File: config.mk
export PLATFORM = sky130hd
export DESIGN_NAME = reaction_game_ctrl
export DESIGN_NICKNAME = d
export VERILOG_FILES = /design/src/rtl/reaction_pkg.sv /design/src/rtl/reaction_game_ctrl.sv
export SDC_FILE = /design/constraint.sdc
export NUM_CORES = 1
export LEC_CHECK = 0
export CAP_MARGIN = 30
export CORE_MARGIN = 2
export CORE_UTILIZATION = 30
export DETAILED_ROUTE_END_ITERATION = 8
export GPL_TIMING_DRIVEN = 0
export PLACE_DENSITY = 0.6
export SKIP_CTS_REPAIR_TIMING = 1
export SYNTH_ARGS = -nofsm -noshare
export SYNTH_HDL_FRONTEND = slang
export SYNTH_SLANG_ARGS = --single-unit
export TNS_END_PERCENT = 10
File: constraint.sdc
create_clock -name clk -period 4.4 [get_ports clk]
set_input_delay 0.88 -clock clk [delete_from_list [all_inputs] [get_ports clk]]
set_output_delay 0.88 -clock clk [all_outputs]
set_load 0.005 [all_outputs]
File: src/rtl/reaction_pkg.sv
// Shared types and defaults for the reaction-timer game controller.
package reaction_pkg;

  localparam int unsigned DEF_WIDTH      = 11;
  localparam int unsigned DEF_MIN_DELAY  = 500;
  localparam int unsigned DEF_TIMEOUT_MS = 2000;
  localparam int unsigned STATE_W        = 3;

  typedef enum logic [STATE_W-1:0] {
    ST_IDLE        = 3'd0,
    ST_ARM_WAIT    = 3'd1,
    ST_WAIT        = 3'd2,
    ST_ARM_REACT   = 3'd3,
    ST_REACT       = 3'd4,
    ST_RESULT      = 3'd5,
    ST_FALSE_START = 3'd6,
    ST_TIMEOUT     = 3'd7
  } state_e;

  typedef struct packed {
    logic timer_reset;
    logic timer_up;
    logic timer_enable;
    logic stimulus_led;
    logic result_valid;
    logic false_start;
    logic timeout;
  } ctrl_t;

  // Per-state timer/indicator controls; the reset value equals decode_ctrl(ST_IDLE).
  function automatic ctrl_t decode_ctrl(input state_e s);
    ctrl_t c;
    c = '0;
    case (s)
      ST_IDLE:        c.timer_reset  = 1'b1;
      ST_ARM_WAIT:    c.timer_reset  = 1'b1;
      ST_WAIT:        c.timer_enable = 1'b1;
      ST_ARM_REACT: begin
        c.timer_reset  = 1'b1;
        c.timer_up     = 1'b1;
        c.stimulus_led = 1'b1;
      end
      ST_REACT: begin
        c.timer_up     = 1'b1;
        c.timer_enable = 1'b1;
        c.stimulus_led = 1'b1;
      end
      ST_RESULT:      c.result_valid = 1'b1;
      ST_FALSE_START: c.false_start  = 1'b1;
      ST_TIMEOUT:     c.timeout      = 1'b1;
      default:        c = '0;
    endcase
    return c;
  endfunction

endpackage

File: src/rtl/reaction_game_ctrl.sv
// Reaction-game sequencer: random wait, stimulus, reaction capture and best-time tracking.
module reaction_game_ctrl
  import reaction_pkg::*;
#(
  parameter int unsigned WIDTH      = DEF_WIDTH,
  parameter int unsigned MIN_DELAY  = DEF_MIN_DELAY,
  parameter int unsigned TIMEOUT_MS = DEF_TIMEOUT_MS
) (
  input  logic             clk,
  input  logic             reset,
  input  logic             start_pressed,
  input  logic             stop_pressed,
  input  logic [WIDTH-1:0] random_value,
  input  logic [WIDTH-1:0] timer_value,
  output logic             timer_reset,
  output logic             timer_up,
  output logic             timer_enable,
  output logic [WIDTH-1:0] start_value,
  output logic             stimulus_led,
  output logic [WIDTH-1:0] result_value,
  output logic [WIDTH-1:0] best_value,
  output logic             result_valid,
  output logic             false_start,
  output logic             timeout,
  output logic [2:0]       state_dbg
);

  localparam logic [WIDTH-1:0] MIN_DELAY_W  = WIDTH'(MIN_DELAY);
  localparam logic [WIDTH-1:0] TIMEOUT_W    = WIDTH'(TIMEOUT_MS);
  localparam logic [WIDTH-1:0] BEST_NONE    = '1;

  state_e           state_q, state_d;
  ctrl_t            ctrl_q, ctrl_d;
  logic [WIDTH-1:0] start_q, start_d;
  logic [WIDTH-1:0] result_q, result_d;
  logic [WIDTH-1:0] best_q, best_d;
  logic [WIDTH-1:0] wait_clamped;

  assign wait_clamped = (random_value < MIN_DELAY_W) ? MIN_DELAY_W : random_value;

  // Next-state and datapath updates; controls are decoded from the next state so they register in step with it.
  always_comb begin
    state_d  = state_q;
    start_d  = start_q;
    result_d = result_q;
    best_d   = best_q;

    case (state_q)
      ST_IDLE, ST_RESULT, ST_FALSE_START, ST_TIMEOUT: begin
        if (start_pressed) begin
          start_d = wait_clamped;
          state_d = ST_ARM_WAIT;
        end
      end
      ST_ARM_WAIT:  state_d = ST_WAIT;
      ST_WAIT: begin
        if (stop_pressed)
          state_d = ST_FALSE_START;
        else if (timer_value == '0)
          state_d = ST_ARM_REACT;
      end
      ST_ARM_REACT: state_d = ST_REACT;
      ST_REACT: begin
        if (stop_pressed) begin
          result_d = timer_value;
          if (timer_value < best_q)
            best_d = timer_value;
          state_d = ST_RESULT;
        end else if (timer_value >= TIMEOUT_W) begin
          result_d = TIMEOUT_W;
          state_d  = ST_TIMEOUT;
        end
      end
      default:      state_d = ST_IDLE;
    endcase

    ctrl_d = decode_ctrl(state_d);
  end

  always_ff @(posedge clk or posedge reset) begin
    if (reset) begin
      state_q  <= ST_IDLE;
      ctrl_q   <= decode_ctrl(ST_IDLE);
      start_q  <= '0;
      result_q <= '0;
      best_q   <= BEST_NONE;
    end else begin
      state_q  <= state_d;
      ctrl_q   <= ctrl_d;
      start_q  <= start_d;
      result_q <= result_d;
      best_q   <= best_d;
    end
  end

  assign timer_reset  = ctrl_q.timer_reset;
  assign timer_up     = ctrl_q.timer_up;
  assign timer_enable = ctrl_q.timer_enable;
  assign stimulus_led = ctrl_q.stimulus_led;
  assign result_valid = ctrl_q.result_valid;
  assign false_start  = ctrl_q.false_start;
  assign timeout      = ctrl_q.timeout;
  assign start_value  = start_q;
  assign result_value = result_q;
  assign best_value   = best_q;
  assign state_dbg    = state_q;

endmodule
==> Word-level counts from Yosys, hierarchy flattened <==
Cells that the tools add are included.
{ "totals": {"ff_bits": 42, "in_bits": 26, "out_inout_bits": 43, "elab_cells": 53} }
{ "op_classes": {"order_cmp": 3, "n_eq_ne": 14, "muxes": 15, "reduce_logical": 11} }
{ "ops": {"columns": ["op", "count"], "rows": [
  ["$mux 11", 3],
  ["$eq 3x3->1 const B", 8],
  ["$mux 3", 5],
  ["$pmux 3 s5", 1],
  ["$eq 3x2->1 const B", 4],
  ["$ge 11x11->1 const B", 1],
  ["$logic_not 11->1", 1],
  ["$lt 11x11->1", 1],
  ["$lt 11x9->1 const B", 1],
  ["$eq 3x1->1 const B", 2],
  ["$logic_not 3->1", 2],
  ["$mux 1", 6],
  ["$reduce_and 2->1", 2],
  ["$reduce_or 2->1", 2],
  ["$reduce_or 4->1", 1],
  ["$reduce_and 3->1", 1],
  ["$reduce_or 3->1", 1],
  ["$reduce_bool 2->1", 1]
]} }

==> Depth between registers and ports, before layout <==
Gate-level depths: netlist of run 1.
{ "logic_depth": {"ltp_word": 7, "depth_mapped": 7, "ltp_nobuf": 6} }

==> Worst setup path before layout of run 1 <==
OpenSTA, ideal clock, no wires.
{ "synth_path": {"path_kind": "in2reg", "startpoint": "input timer_value[8]", "endpoint": "register best_q[0] (netlist: best_value[0])", "setup_ns": 0.082, "arrival_time_ns": 2.323, "t_required_ns": 4.318, "setup_slack_ns": 1.994, "cell_stages": 6, "path_buffers": 1, "cell_sequence": "ha_1 a211oi_4 o211ai_4 a221oi_2 buf_6 mux2_4"} }
{ "synth_via": {"elab_chain_len": 2} }
{ "synth_lines": {"columns": ["item", "line_no", "text"], "rows": [
  ["from (decl)", "reaction_game_ctrl.sv:14", "input logic [WIDTH-1:0] timer_value,"],
  ["$lt 11x11->1", "reaction_game_ctrl.sv:66", "if (timer_value < best_q)"],
  ["$reduce_and 3->1 (no source line)", null, null],
  ["to (signal assigned)", "reaction_game_ctrl.sv:92", "best_q <= best_d;"],
  ["to (decl)", "reaction_game_ctrl.sv:36", "logic [WIDTH-1:0] best_q, best_d;"]
]} }
Every way passes these cells.
A chain may end at the register's enable or synchronous reset.

==> Worst setup path in the final report of run 1 <==
{ "layout_path": {"startpoint": "input timer_value[8]", "endpoint": "register best_q[5] (netlist: best_value[5])"} }
The elaborated chain is that of the path after synthesis.

==> results of run 1 <==
## worst min path at each step
| stage | slack, ns | endpoint | depth (start not counted) | startpoint |
|---|---|---|---|---|
| after floorplan | 0.47 | start_value[4] | 2 | start_value[4] |
| after global placement | 0.47 | start_value[4] | 2 | start_value[4] |
| after detailed placement | 0.48 | start_value[5] | 2 | start_value[5] |
| after CTS | 0.50 | start_value[4] | 2 | start_value[4] |
| after global routing | 0.53 | start_value[0] | 1 | start_value[0] |
| final | 0.49 | start_value[7] | 2 | start_value[7] |
## routing by layer
layer / vias to the layer above / GRT usage (%) / routed length [um]
met5: - / 0 / 0
met4: 0 / 4.06 / 65
met3: 8 / 4.83 / 302
met1: 762 / 18.5 / 2240
met2: 47 / 19.0 / 2100
li1: 791 / - / -
## power by group through the flow
| stage | logic (mW) | registers (mW) | clock network (mW) |
|---|---|---|---|
| after floorplan | 0.495 | 0.730 | 0 |
| after global placement | 0.978 | 0.731 | 0 |
| after detailed placement | 0.994 | 0.733 | 0 |
| after CTS | 0.996 | 0.731 | 0.379 |
| after global routing | 1.09 | 0.755 | 0.402 |
| final | 0.980 | 0.726 | 0.369 |
## critical path: stages
cell                              delay (ns)
sky130_fd_sc_hd__clkdlybuf4s50_1        0.52
sky130_fd_sc_hd__ha_1                   0.40
sky130_fd_sc_hd__a211oi_4               0.29
sky130_fd_sc_hd__o211ai_4               0.10
sky130_fd_sc_hd__a221oi_2               0.25
sky130_fd_sc_hd__buf_6                  0.23
sky130_fd_sc_hd__mux2_4                 0.32
## final cells by class
type,instances,area (um^2)
Sequential cell,42,1070
Tap cell,80,100
Clock inverter,3,68.8
Inverter,16,60.1
Timing Repair Buffer,68,681
Multi-Input combinational cell,114,927
Buffer,6,37.5
Fill cell,687,3750
Clock buffer,5,68.8
## flip-flops by register name, indices dropped and copies added, names as in the netlist
name / flops
best_value: 11
false_start: 1
result_valid: 1
result_value: 11
start_value: 11
state_dbg: 3
stimulus_led: 1
timeout: 1
timer_enable: 1
timer_reset: 1
## cells in the mapped netlist, types with 2 or more instances
cell	instances
sky130_fd_sc_hd__dfrtp_1	30
sky130_fd_sc_hd__inv_1	16
sky130_fd_sc_hd__dfstp_2	12
sky130_fd_sc_hd__ha_1	10
sky130_fd_sc_hd__mux2_4	10
sky130_fd_sc_hd__nand2_1	10
sky130_fd_sc_hd__o21ai_0	10
sky130_fd_sc_hd__nor2_1	9
sky130_fd_sc_hd__a21oi_1	8
sky130_fd_sc_hd__o22a_1	6
sky130_fd_sc_hd__a22o_2	5
sky130_fd_sc_hd__nor3_1	5
sky130_fd_sc_hd__a22o_1	3
sky130_fd_sc_hd__and2_1	3
sky130_fd_sc_hd__buf_2	3
sky130_fd_sc_hd__o21a_1	3
sky130_fd_sc_hd__mux2_2	2
sky130_fd_sc_hd__nand3_1	2
sky130_fd_sc_hd__nand4_1	2
sky130_fd_sc_hd__nor2b_1	2
sky130_fd_sc_hd__nor3b_1	2
sky130_fd_sc_hd__nor4_1	2
## kinds of logic after synthesis
logic type                 after synthesis
AOI/OAI and AO/OA                       46
adders and majority gates               10
buffers and inverters                   22
DFF                                     42
muxes                                   14
and+or+nand+nor                         44
==> results_tabular.tex, run 1 <==
\begin{tabular}{lr}
\hline
Metric & Value \\
\hline
\multicolumn{2}{l}{\textbf{Die}} \\
\quad Core Area & between 6000 and 7000 um\^{}2 \\
\quad Horizontal die dimension & 87.5 um \\
\quad Die area & between 7000 and 8000 um\^{}2 \\
\quad Count of pins on the block boundary & 69 \\
\quad Die Y & 87.5 um \\
\quad Placement row count & 30 \\
\quad Starting density of the core & 30.9\% \\
\multicolumn{2}{l}{\textbf{Cells and area}} \\
\quad Final \#Nets & 289 \\
\quad Area growth from synthesis to final layout & 43.9\% \\
\quad Most used cells in the layout excluding fill and tap cells & sky130\_fd\_sc\_hd\_\_clkdlybuf4s50\_1 (68), sky130\_fd\_sc\_hd\_\_dfrtp\_1 (30), sky130\_fd\_sc\_hd\_\_inv\_1 (15), sky130\_fd\_sc\_hd\_\_dfstp\_2 (12) \\
\quad Final cell count without fillers & 334 \\
\quad Post-Layout Inst Area & 3010 um\^{}2 \\
\quad Final Util & between 40\% and 50\% \\
\quad Commonest non-fill, non-tap cell in the layout & sky130\_fd\_sc\_hd\_\_clkdlybuf4s50\_1 \\
\quad Count of inserted antenna diode cells & 0 \\
\quad Share of post-route cells with drive strength above 1 & 19.3\% \\
\multicolumn{2}{l}{\textbf{Logic synthesis}} \\
\quad Fraction of the mapped netlist area in adder cells & 5.98\% \\
\quad Number of synthesized flops with an enable pin & 0 \\
\quad Unique masters post-synth & 45 \\
\quad Synth Area in Compound Gates & between 15 and 20\% \\
\quad Synthesized instance count & around 180 \\
\quad Combinational family with the most area after synthesis & compound AO/OA/AOI/OAI gates \\
\quad Cell type with the largest total area after synthesis & sky130\_fd\_sc\_hd\_\_dfrtp\_1 \\
\quad Post-Syn Nets & 214 \\
\quad Multiplexer area fraction after synthesis & 9.28\% \\
\quad Top flip-flop cell by instance count after synthesis & sky130\_fd\_sc\_hd\_\_dfrtp\_1 \\
\quad Average cell area after synthesis & 11.7 um\^{}2 \\
\quad Cell types with the largest area share after synthesis & sky130\_fd\_sc\_hd\_\_dfrtp\_1 (36\%), sky130\_fd\_sc\_hd\_\_dfstp\_2 (15\%), sky130\_fd\_sc\_hd\_\_mux2\_4 (7.2\%), sky130\_fd\_sc\_hd\_\_ha\_1 (6.0\%), sky130\_fd\_sc\_hd\_\_inv\_1 (2.9\%) \\
\quad Share of synthesized cell area in and, or, nand and nor gates & 11.8\% \\
\quad Yosys reg bits & 42 \\
\quad Xor and xnor fraction of the mapped netlist area & 0\% \\
\quad Yosys top cell area share & between 30\% and 40\% \\
\quad Netlist Area Pre-Place & 2090 um\^{}2 \\
\quad Share of synthesized registers carrying an async set or reset & between 90\% and 100\% \\
\quad Sequential cell area fraction in the yosys report & 51.0\% \\
\quad Yosys warning total & 0 \\
\multicolumn{2}{l}{\textbf{Worst setup path}} \\
\quad Startpoint-to-endpoint class of the critical path & primary input to register \\
\quad Setup slack of the worst register-to-register path & 2.22 ns \\
\quad Arrival time at the worst endpoint & 3.00 ns \\
\quad Depth of the most critical reg-to-reg path & 7 \\
\quad Critical register-to-register path startpoint & best\_value[8] \\
\quad Capture point of the worst path & best\_value[5] \\
\quad Sort of element at the end of the critical path & register \\
\quad Crit path required time & 4.62 ns \\
\quad Startpoint kind of the worst setup timing path & primary input \\
\quad Critical Path Start & timer\_value[8] \\
\quad Capture point of the worst reg-to-reg path & best\_value[5] \\
\quad Max Fanout on Critical Path & 10 \\
\multicolumn{2}{l}{\textbf{Power and ir drop}} \\
\quad Sequential fraction of design power & 35.0\% \\
\quad P per Cell Area & 689 nW/um\^{}2 \\
\quad Switching fraction of total power & $\sim$30\% \\
\quad Total power of the final layout & 2.07 mW \\
\quad Leakage component of the power & 1.27 nW \\
\quad Switch Pwr & 0.631 mW \\
\quad Comb power frac & 47.2\% \\
\quad Largest voltage drop on the vdd net & 263 uV \\
\quad Clock group share of total power & 17.8\% \\
\quad Internal Dissipation & approximately 1.4 mW \\
\multicolumn{2}{l}{\textbf{Placement}} \\
\quad \# placed instances & approximately 330 \\
\quad Number of port buffers & 68 \\
\quad HPWL Detailed & 3560 um \\
\quad Final weighted congestion of routability-driven global placement & 0.764 \\
\quad Pre-CTS worst setup slack & 1.30 ns \\
\quad Placement-stage cell area & 2870 um\^{}2 \\
\multicolumn{2}{l}{\textbf{Timing}} \\
\quad Final Hold Violating Endpoints & 0 \\
\quad Tcrit/Tclk final & 63.0\% \\
\quad Post-route worst hold slack & 0.492 ns \\
\quad Peak Freq & 0.361 GHz \\
\quad Setup Viol. Count Final & 0 \\
\quad Relative slew margins & 40.5\% \\
\quad Worst-margin pin slew & approximately 0.89 ns \\
\quad Clock tree skew after final layout & 0.0107 ns \\
\quad Min setup slack post-route & 1.63 ns \\
\quad Max Transition Viols Final & 0 \\
\quad Setup TNS after final layout & 0 ns \\
\quad Setup repair after global routing missed its margin & no \\
\quad Post-layout minimum cycle time & 2.77 ns \\
\multicolumn{2}{l}{\textbf{Clock tree}} \\
\quad Root cell of the clock tree & sky130\_fd\_sc\_hd\_\_clkbuf\_8 \\
\quad Clock edge transition at the registers on the reported setup and hold paths & 0.09 ns \\
\quad Clock H-tree levels & 2 \\
\quad TritonCTS clock tree & done \\
\quad Number of sinks handled by clock tree synthesis & 42 \\
\quad Source-to-sink clock delay at the later pin of the worst-skew pair & $\sim$0.3 ns \\
\quad Buffers from clock root to sink, at most & 2 \\
\quad Num CTS Buffers & 5 \\
\multicolumn{2}{l}{\textbf{GRT}} \\
\quad Via count of the first global-routing pass & 1,630 \\
\quad Number of antenna violations at the first check in global routing & 0 \\
\quad Aggregate global routing overflow & 0 \\
\quad Wire length of the first global-routing pass & 7890 um \\
\quad Largest net degree at the start of global routing & 43 \\
\quad Combined global-route utilization of all metal layers & 13.2\% \\
\multicolumn{2}{l}{\textbf{Drt}} \\
\quad First-pass detailed-route iteration total & 4 \\
\quad DRC marker count from the first detailed-route iteration & 70 \\
\quad Routed vias & 1,608 \\
\quad Post-route ant nets & 0 \\
\quad Total DRC errors in the routed layout & 0 \\
\quad Routed wire per std cell & 14.1 um \\
\quad Final Routed Wirelength & 4710 um \\
\quad Number of vias per cell & 4.81 \\
\multicolumn{2}{l}{\textbf{Hold path}} \\
\quad Hold/Removal Path Class & register to register \\
\multicolumn{2}{l}{\textbf{Status}} \\
\quad Result of the run & complete, no violations \\
\multicolumn{2}{l}{\textbf{Flow run}} \\
\quad Total of max-cap violations & 0 \\
\hline
\end{tabular}
(Power assumes the default switching activity.)
==> run 2: changes to the inputs <==
==> constraint.sdc (replaced) <==
create_clock -name clk -period 2.8 [get_ports clk]
set_input_delay 0.56 -clock clk [delete_from_list [all_inputs] [get_ports clk]]
set_output_delay 0.56 -clock clk [all_outputs]
set_load 0.005 [all_outputs]
==> results of run 2 <==
The final DEF is identical to that of run 1. Status: complete, no violations.
Among the figures that moved: setup slack after placement 1.30 ns -> 0.0171 ns; setup slack after layout 1.63 ns -> 0.347 ns; register-to-register setup slack 2.22 ns -> 0.62 ns; total power 2.07 mW -> 3.26 mW; worst IR drop on VDD 263 uV -> 413 uV
==> run 3: changes to the inputs <==
--- a/config.mk
+++ b/config.mk
@@ -11,6 +11,7 @@
 export DETAILED_ROUTE_END_ITERATION = 8
 export GPL_TIMING_DRIVEN = 0
 export PLACE_DENSITY = 0.6
+export RECOVER_POWER = 25
 export SKIP_CTS_REPAIR_TIMING = 1
 export SYNTH_ARGS = -nofsm -noshare
 export SYNTH_HDL_FRONTEND = slang
==> run 3 against run 2 <==
The flow now finishes with violations (capacitance limit, slew limit). First-iteration DRC count is the same. Sequential power is essentially flat. Clock skew unchanged. Setup slack did not move. Clock-buffer cell count stayed put. Hold slack is the same. Largest cell class unchanged. Highest routed layer unchanged.
==> results_tabular.tex, run 3 (same netlist as run 1, synthesis figures left out) <==
\begin{tabular}{lr}
\hline
Metric & Value \\
\hline
\multicolumn{2}{l}{\textbf{Drt}} \\
\quad Routed wire per std cell & 14.1 um (unchanged) \\
\quad Routed vias & 1,608 (unchanged) \\
\quad First-pass detailed-route iteration total & 4 (unchanged) \\
\quad Number of vias per cell & 4.81 (unchanged) \\
\quad Final Routed Wirelength & 4710 um (unchanged) \\
\quad Post-route ant nets & 0 (unchanged) \\
\quad DRC marker count from the first detailed-route iteration & 70 (unchanged) \\
\quad Total DRC errors in the routed layout & 0 (unchanged) \\
\multicolumn{2}{l}{\textbf{Worst setup path}} \\
\quad Slowest stage cell on the critical path & sky130\_fd\_sc\_hd\_\_clkdlybuf4s50\_1 \\
\quad Setup slack of the worst register-to-register path & 0.62 ns \\
\quad Crit-path max cell delay & 0.52 ns (about the same) \\
\quad Crit-path cells & clkdlybuf4s50\_1, ha\_1, a211oi\_4, o211ai\_4, a221oi\_2, buf\_6, mux2\_4 \\
\quad Depth of the most critical reg-to-reg path & 7 (unchanged) \\
\quad Capture point of the worst reg-to-reg path & best\_value[5] \\
\quad Startpoint-to-endpoint class of the critical path & primary input to register \\
\quad Crit path required time & 3.02 ns \\
\quad Max Fanout on Critical Path & 10 (unchanged) \\
\quad Critical register-to-register path startpoint & best\_value[8] \\
\quad Sort of element at the end of the critical path & register \\
\quad Startpoint kind of the worst setup timing path & primary input \\
\quad Arrival time at the worst endpoint & 2.68 ns \\
\multicolumn{2}{l}{\textbf{Power and ir drop}} \\
\quad Leakage component of the power & 1.28 nW (+0.11\%) \\
\quad Total power of the final layout & 3.26 mW \\
\quad Largest voltage drop on the vdd net & 413 uV \\
\quad P per Cell Area & 1080 nW/um\^{}2 \\
\multicolumn{2}{l}{\textbf{Hold path}} \\
\quad Hold endpoint & start\_value[7] \\
\quad Hold/Removal Path Class & register to register \\
\quad Worst Hold Path Cells & 2 (unchanged) \\
\quad Hold path start & start\_value[7] \\
\multicolumn{2}{l}{\textbf{Timing}} \\
\quad Setup TNS after final layout & 0 ns (unchanged) \\
\quad Relative slew margins & -7.98\% (-49 points) \\
\quad Post-layout minimum cycle time & around 2.5 ns \\
\quad Post-route worst hold slack & 0.492 ns (unchanged) \\
\quad Peak Freq & about 0.41 GHz \\
\quad Setup repair after global routing missed its margin & no \\
\quad Setup Viol. Count Final & 0 (unchanged) \\
\quad Max Transition Viols Final & 43 (+43) \\
\quad Worst-margin pin slew & 1.62 ns (+0.727 ns) \\
\quad Final Hold Violating Endpoints & 0 (unchanged) \\
\quad Clock tree skew after final layout & 0.0107 ns (unchanged) \\
\quad Tcrit/Tclk final & between 80\% and 90\% \\
\multicolumn{2}{l}{\textbf{Placement}} \\
\quad Number of port buffers & 68 (unchanged) \\
\quad Final weighted congestion of routability-driven global placement & 0.764 (unchanged) \\
\quad \# placed instances & 326 (unchanged) \\
\quad HPWL Detailed & 3560 um (unchanged) \\
\multicolumn{2}{l}{\textbf{Cells and area}} \\
\quad Final cell count without fillers & 334 (unchanged) \\
\quad Share of post-route cells with drive strength above 1 & 18.9\% (-0.39 points) \\
\quad Commonest non-fill, non-tap cell in the layout & sky130\_fd\_sc\_hd\_\_clkdlybuf4s50\_1 \\
\quad Count of inserted antenna diode cells & 0 (unchanged) \\
\quad Number of filler instances in the final layout & 687 (unchanged) \\
\quad Most used cells in the layout excluding fill and tap cells & sky130\_fd\_sc\_hd\_\_clkdlybuf4s50\_1 (67), sky130\_fd\_sc\_hd\_\_dfrtp\_1 (30), sky130\_fd\_sc\_hd\_\_inv\_1 (16), sky130\_fd\_sc\_hd\_\_dfstp\_2 (12) \\
\quad Final \#Nets & 289 (unchanged) \\
\quad Area growth from synthesis to final layout & 43.9\% (unchanged) \\
\multicolumn{2}{l}{\textbf{Clock tree}} \\
\quad Source-to-sink clock delay at the later pin of the worst-skew pair & 0.30 ns (about the same) \\
\quad Num CTS Buffers & 5 (unchanged) \\
\quad Number of sinks handled by clock tree synthesis & 42 (unchanged) \\
\quad Clock H-tree levels & 2 (unchanged) \\
\quad TritonCTS clock tree & done \\
\quad Buffers from clock root to sink, at most & 2 (unchanged) \\
\quad Root cell of the clock tree & sky130\_fd\_sc\_hd\_\_clkbuf\_8 \\
\quad Clock edge transition at the registers on the reported setup and hold paths & 0.09 ns (about the same) \\
\multicolumn{2}{l}{\textbf{Status}} \\
\quad Result of the run & finished with violations \\
\quad Violations in the final reports & capacitance limit, slew limit \\
\multicolumn{2}{l}{\textbf{GRT}} \\
\quad Combined global-route utilization of all metal layers & 13.2\% (unchanged) \\
\quad Via count of the first global-routing pass & 1,630 (unchanged) \\
\quad Largest net degree at the start of global routing & 43 (unchanged) \\
\quad Aggregate global routing overflow & 0 (unchanged) \\
\quad Wire length of the first global-routing pass & 7890 um (unchanged) \\
\quad Number of antenna violations at the first check in global routing & 0 (unchanged) \\
\multicolumn{2}{l}{\textbf{Flow run}} \\
\quad Total of max-cap violations & 1 (+1) \\
\multicolumn{2}{l}{\textbf{Die}} \\
\quad Core Area & 6760 um\^{}2 (unchanged) \\
\quad Count of pins on the block boundary & 69 (unchanged) \\
\quad Horizontal die dimension & 87.5 um (unchanged) \\
\quad Placement row count & 30 (unchanged) \\
\quad Die Y & 87.5 um (unchanged) \\
\quad Starting density of the core & 30.9\% (unchanged) \\
\quad Die area & 7650 um\^{}2 (unchanged) \\
\hline
\end{tabular}
run 3: worst max-delay path by stage:
stage                     depth (start not counted)            from       endpoint
after floorplan                                   6  timer_value[8]  best_value[0]
after global routing                              7  timer_value[8]  best_value[2]
after CTS                                         7  timer_value[8]  best_value[5]
final                                             7  timer_value[8]  best_value[5]
after global placement                            7  timer_value[8]  best_value[5]
after detailed placement                          7  timer_value[8]  best_value[5]
run 3: stage by stage:
step / setup slack, ns / area (um^2) / util (%)
floorplan: 0.714 / 2090 / -
global placement: 0.0422 / 2870 / 42.5
detailed placement: 0.0171 / 2870 / 42.5
CTS: 0.334 / 3010 / 44.5
global route: 0.300 / 3010 / 44.5
finish: 0.347 / 3010 / 44.5
run 3: cell type report:
cell class	instances	area (um^2)	share of cell area, %
tap	80	100	3.33
inverter	16	60.1	2.00
multi-input combinational	114	927	30.8
sequential	42	1070	35.4
buffer	6	37.5	1.25
clock inverter	3	68.8	2.29
timing repair buffer	68	681	22.6
clock buffer	5	68.8	2.29
run 3: worst max-delay path: cells and delay by family:
family / cells / cell delay [ns]
AO/OA/AOI/OAI: 3 / 0.64
adder cells (fa/ha/maj): 1 / 0.40
buffers and inverters: 2 / 0.75
multiplexers: 1 / 0.32
run 3: metal layers:
layer  track usage (%)  up-vias  wire (um)
li1                  -      791          -
met1              18.5      762       2240
met2              19.0       47       2100
met3              4.83        8        302
met4              4.06        0         65
met5                 0        -          0
run 3: power by group:
group | leakage [nW] | switching (mW) | internal, mW
Clock | 0.0683 | 0.222 | 0.357
Sequential | 0.492 | 0.183 | 0.958
Combinational | 0.715 | 0.586 | 0.954
